==> src/rtl/s_vdelay_pkg.sv <==
// s_vdelay_pkg: shared state encoding and width helper for the s_vdelaynx delay line.
// Revision 1.0
`default_nettype none

package s_vdelay_pkg;

    typedef enum logic [1:0] {
        IDLE = 2'd0,
        FILL = 2'd1,
        RUN  = 2'd2
    } state_t;

    // Ceiling log2 for elaboration-time sizing; returns at least 1 so a
    // two-entry buffer still gets a real pointer bit.
    function automatic int clog2(input int value);
        int result;
        result = 1;
        for (int i = 1; i < 32; i++) begin
            if ((1 << i) < value) begin
                result = i + 1;
            end
        end
        return result;
    endfunction

endpackage

`default_nettype wire

==> src/rtl/s_vdelay_ram.sv <==
// s_vdelay_ram: SIZE x DEPTH sample store, one synchronous write port, one asynchronous read port.
// Revision 1.0
`default_nettype none

module s_vdelay_ram #(
    parameter int SIZE  = 8,
    parameter int DEPTH = 16,
    parameter int AW    = 4
) (
    input  logic            clk,
    input  logic            we,
    input  logic [AW-1:0]   waddr,
    input  logic [SIZE-1:0] wdata,
    input  logic [AW-1:0]   raddr,
    output logic [SIZE-1:0] rdata
);

    logic [SIZE-1:0] mem [DEPTH];

    // No reset: stale entries are hidden by the valid flag in the parent.
    always_ff @(posedge clk) begin
        if (we) begin
            mem[waddr] <= wdata;
        end
    end

    assign rdata = mem[raddr];

endmodule

`default_nettype wire

==> src/rtl/s_vdelaynx.sv <==
// s_vdelaynx: enable-gated variable-latency delay line with latency clamp and fill-tracking valid flag.
// Revision 1.0
`default_nettype none

module s_vdelaynx
    import s_vdelay_pkg::*;
#(
    parameter int              SIZE    = 8,
    parameter int              MAXDLY  = 16,
    parameter logic [SIZE-1:0] RST_VAL = {SIZE{1'b0}}
) (
    input  logic                         clk,
    input  logic                         rst,
    input  logic                         en,
    input  logic [s_vdelay_pkg::clog2(MAXDLY):0] dly,
    input  logic [SIZE-1:0]              d,
    output logic [SIZE-1:0]              qn,
    output logic                         qv
);

    localparam int             AW    = clog2(MAXDLY);
    localparam int             LW    = AW + 1;
    localparam logic [AW:0]    MAX_L = LW'(MAXDLY);
    localparam logic [AW:0]    ONE_L = LW'(1);

    state_t            state, state_nx;
    logic [AW:0]       cnt, cnt_nx;
    logic [AW:0]       dly_r, dly_r_nx;
    logic [AW-1:0]     wptr, wptr_nx;
    logic [AW-1:0]     raddr;
    logic [SIZE-1:0]   rdata;
    logic [SIZE-1:0]   qn_nx;
    logic              qv_nx;
    logic [AW:0]       eff_l;

    always_comb begin
        if (dly == '0) begin
            eff_l = ONE_L;
        end else if (dly > MAX_L) begin
            eff_l = MAX_L;
        end else begin
            eff_l = dly;
        end
    end

    // wptr - (L-1) mod MAXDLY; when L = MAXDLY the low bits are zero and this
    // collapses to wptr + 1, which is the same slot.
    assign raddr = wptr + AW'(1) - eff_l[AW-1:0];

    s_vdelay_ram #(
        .SIZE  (SIZE),
        .DEPTH (MAXDLY),
        .AW    (AW)
    ) u_ram (
        .clk   (clk),
        .we    (en),
        .waddr (wptr),
        .wdata (d),
        .raddr (raddr),
        .rdata (rdata)
    );

    always_ff @(posedge clk or posedge rst) begin
        if (rst) begin
            state <= IDLE;
            cnt   <= '0;
            dly_r <= ONE_L;
            wptr  <= '0;
            qn    <= RST_VAL;
            qv    <= 1'b0;
        end else begin
            state <= state_nx;
            cnt   <= cnt_nx;
            dly_r <= dly_r_nx;
            wptr  <= wptr_nx;
            qn    <= qn_nx;
            qv    <= qv_nx;
        end
    end

    always_comb begin
        state_nx = state;
        cnt_nx   = cnt;
        dly_r_nx = dly_r;
        wptr_nx  = wptr;
        qn_nx    = qn;
        qv_nx    = qv;

        if (en) begin
            wptr_nx = wptr + AW'(1);
            qn_nx   = (eff_l == ONE_L) ? d : rdata;
        end

        // A latency change restarts the fill even with en low, and beats any
        // FILL-to-RUN completion on the same edge.
        if (eff_l != dly_r) begin
            dly_r_nx = eff_l;
            qv_nx    = 1'b0;
            state_nx = FILL;
            cnt_nx   = en ? ONE_L : '0;
        end else if (en) begin
            case (state)
                IDLE, FILL: begin
                    if (cnt >= eff_l - ONE_L) begin
                        qv_nx    = 1'b1;
                        state_nx = RUN;
                    end else begin
                        state_nx = FILL;
                        cnt_nx   = (cnt == MAX_L) ? cnt : cnt + ONE_L;
                    end
                end
                RUN: begin
                    qv_nx = 1'b1;
                end
                default: begin
                    state_nx = IDLE;
                end
            endcase
        end
    end

endmodule

`default_nettype wire

==> config.mk <==
export PLATFORM = sky130hd
export DESIGN_NAME = s_vdelaynx
export DESIGN_NICKNAME = d
export VERILOG_FILES = /design/src/rtl/s_vdelay_pkg.sv /design/src/rtl/s_vdelay_ram.sv /design/src/rtl/s_vdelaynx.sv
export SDC_FILE = /design/constraint.sdc
export NUM_CORES = 1
export LEC_CHECK = 0
export CORE_ASPECT_RATIO = 1.25
export CORE_MARGIN = 2
export CORE_UTILIZATION = 56
export CTS_BUF_LIST = sky130_fd_sc_hd__clkbuf_4
export DETAILED_ROUTE_END_ITERATION = 7
export GPL_TIMING_DRIVEN = 0
export PLACE_DENSITY = 0.78
export SYNTH_ARGS = -nofsm -noshare
export SYNTH_HDL_FRONTEND = slang
export SYNTH_SLANG_ARGS = --single-unit
==> constraint.sdc <==
create_clock -name clk -period 3 [get_ports clk]
set_input_delay 0.6 -clock clk [delete_from_list [all_inputs] [get_ports clk]]
set_output_delay 0.6 -clock clk [all_outputs]
set_load 0.02 [all_outputs]
==> impl_metrics.csv <==
group,metric,value,unit
run_status,outcome,"finished, violations left",
run_status,violations,"negative setup slack",
clock_tree,cts_tree,"yes",
worst_setup_path,startpoint_type,"primary input",
global_routing,groute.usage.overall,29.5,%
die,initial_core_util,57.6,%
final_layout,finalNonFillerCells,1195,
drt,vias,7555,
final_layout,multi_input_area,4760,um2
yosys,synth-seq-cells,209,
yosys,synth.yosys.seq_area_share,60.3,%
timing,final_max_slew_viol_count,0,
placement,place.gp.congestion,0.846,
clock_tree,cts-htree-levels,2,
placement,post-dp-hpwl,16.0,mm
yosys,yosys_warnings,0,
worst_setup_path,reg2reg_to,"cnt[19]",
worst_setup_path,rr_worst_depth,10,
drt,via_per_inst,6.32,
clock_tree,clock_latency,680,ps
die,fp.dieW,122,um
drt,firstDrtPassIters,5,
timing,hold_viol,0,
timing,clock.fmax,261,MHz
clock_tree,cts_buffers,51,
timing,setup_viol,44,
final_layout,fill_cells,968,
global_routing,grt_max_degree,62,
worst_setup_path,crit_top_cell,"buf_6",
timing,period_needed,3840,ps
drt,drc_errors,0,
final_layout,nets,1020,
timing,fin_hold_ws,243,ps
worst_setup_path,path_cells,"buf_6 -> nor4_4 -> nand4_1 -> nor2_4 -> buf_6 -> o21ai_4 -> ha_4 -> clkbuf_16 -> nand3_4 -> ha_4 -> a211oi_2 -> o21ai_1 -> a221oi_2 -> nand2_2 -> or4_4 -> buf_6 -> or4_4 -> a21oi_2",
yosys,syn_area_per_cell,13.6,um2
final_layout,utilization,77.7,%
drt,drt_iter0_drc,559,
final_layout,drive_gt1_share,38.9,%
placement,placed_area,11000,um2
yosys,synth_edf_count,128,
timing,setup_slack,-836,ps
global_routing,grt_first_pass_wirelength,40.9,mm
drt,antenna_left,0,
yosys,synthFlopType,"edfxtp_1",
timing,grt_setup_unrepaired,"true",
timing,setup_tns,-29610,ps
final_layout,regArea,5870,um2
drt,drt-wirelength-per-cell,23.0,um
worst_setup_path,slowest_delay,500,ps
drt,wl,27.5,mm
pwr,power_leakage,4.89,nW
die,rows,53,
worst_setup_path,reg2reg_slack,-340,ps
yosys,netlist_area,9740,um2
clock_tree,postCtsHoldBufs,0,
die,dieArea,18500,um2
placement,port_buffers,51,
die,core_area,16900,um2
final_layout,final_common_cell,"edfxtp_1",
global_routing,grt_pass1_vias,7923,
timing,fin_skew,39.8,ps
clock_tree,clock_sinks,209,
yosys,postSynth.asyncResetShare,38.8,%
timing,worst_pin_slew,1310,ps
worst_setup_path,required,3570,ps
pwr,powerDensity,746,nW/um2
clock_tree,clkTransAtPathRegs,80,ps
worst_setup_path,slowest_stage,"or4_4",
final_layout,fin_area,13100,um2
final_layout,area_growth,34.9,%
global_routing,overflow,0,
timing,post-route-period-util,128,%
placement,dp_cells,1026,
worst_setup_path,rr_startpoint,"cnt[0]",
yosys,yosysUniqueCellTypes,56,
worst_setup_path,end_kind,"flip-flop",
die,ioPinCount,53,
yosys,syn_inst,714,
worst_setup_path,critPathKind,"in2reg",
pwr,ir_drop,0.660,mV
final_layout,mostFrequentLayoutCells,"edfxtp_1, clkbuf_4, dfrtp_1, buf_4, conb_1",
placement,place_ws,-2440,ps
worst_setup_path,path_max_fanout,6,
worst_setup_path,crit_arrival,4410,ps
pwr,power,9.81,mW
job,maxCapViolCount,0,
global_routing,antenna_found_initial,1,
clock_tree,clock-root-buffer,"clkbuf_4",
die,fp.dieH,151,um
worst_hold_path,worstHoldPathType,"in2async",
clock_tree,clock_path_buffers,3,
timing,slew_headroom,12.0,%
## final cells by class
class | instances | area share, %
well taps | 220 | 2.09
flip-flops and latches | 209 | 44.7
diodes | 1 | 0.0190
inverters | 21 | 0.638
clock buffers | 83 | 4.74
repair buffers | 128 | 8.94
plain buffers | 28 | 2.25
multi-input cells | 493 | 36.2
clock inverters | 12 | 0.419
## kinds of logic (layout without fill, tap and decap cells)
logic type	Yosys count	in the layout	share of synthesized area, %
flops	209	209	60.3
simple gates	206	206	11.8
compound gates	130	130	8.57
mux	59	59	10.3
buf+inv	52	272	2.17
fa+ha+maj	44	44	5.73
xor+xnor	12	12	1.08
other cells	2	43	0.0771
## layer usage
metal  vias up  wire [um]  part of all wire [%]  global-route usage [%]
li1       3262          -                     -                       -
met1      3747       9580                    35                    31.2
met2       430      14900                    54                    54.5
met3       116       1670                   6.1                    6.32
met4         0       1310                   4.8                    15.6
met5         -          0                     0                       0
## registers in the layout (all words and copies together), names as in the netlist
register and cells:
state 2, qn 8, dly_r 33, wptr 4, cnt 33, u_ram.mem 128
qv 1
## cells in the mapped netlist, types with 2 or more instances
cell type,number,area [um2]
and2_1,5,31.3
o211ai_1,2,15.0
and3_1,2,12.5
buf_6,2,22.5
a22oi_1,9,67.6
dfrtp_1,80,2000
nor4b_1,2,17.5
nand3b_1,3,22.5
a211oi_1,9,67.6
o21a_1,5,37.5
o31ai_1,26,195
nor4_1,22,138
a2111o_1,2,22.5
buf_1,4,15.0
edfxtp_1,128,3840
inv_1,20,75.1
nand4_1,17,106
a21o_1,3,22.5
or3_1,9,56.3
nand2b_1,4,25.0
mux2i_1,19,190
o21ai_0,22,110
or4_1,28,210
clkbuf_1,24,90.1
xor2_1,4,35.0
ha_1,43,538
mux2_2,8,90.1
nor3_1,9,45.0
xnor2_1,8,70.1
nor2_1,28,105
or2_2,2,12.5
a21oi_1,42,210
and4_1,6,52.6
mux4_2,32,721
conb_1,2,7.51
nand2_1,35,131
nand3_1,28,140
nor2b_1,2,12.5
## worst max-delay path, delay by kind of cell
| family | cells | cell delay, ps |
|---|---|---|
| and+or+nand+nor | 7 | 1980 |
| adders and majority gates | 2 | 430 |
| AOI/OAI and AO/OA | 5 | 830 |
| buffers and inverters | 4 | 560 |
## how the worst max path moves through the flow
stage,from,endpoint,slack (ps)
final,dly[29],cnt[19],-840
after global routing,dly[29],cnt[32],-890
after CTS,dly[31],cnt[19],-670
after detailed placement,dly[13],cnt[22],-2440
after global placement,dly[27],cnt[17],-2310
after floorplan,dly[17],cnt[17],-1260
## report_power, final
part / internal (mW) / switching (mW)
Sequential: 3.35 / 0.140
Clock: 1.25 / 1.14
Combinational: 1.92 / 2.00
## repair_timing
item	CTS	global route
gates cloned	3	1
setup buffers	64	8
gates resized for setup	245	69
pin swaps	54	35
endpoints found under the setup margin	44	44
No activity file was read; power rests on OpenSTA's default activity.
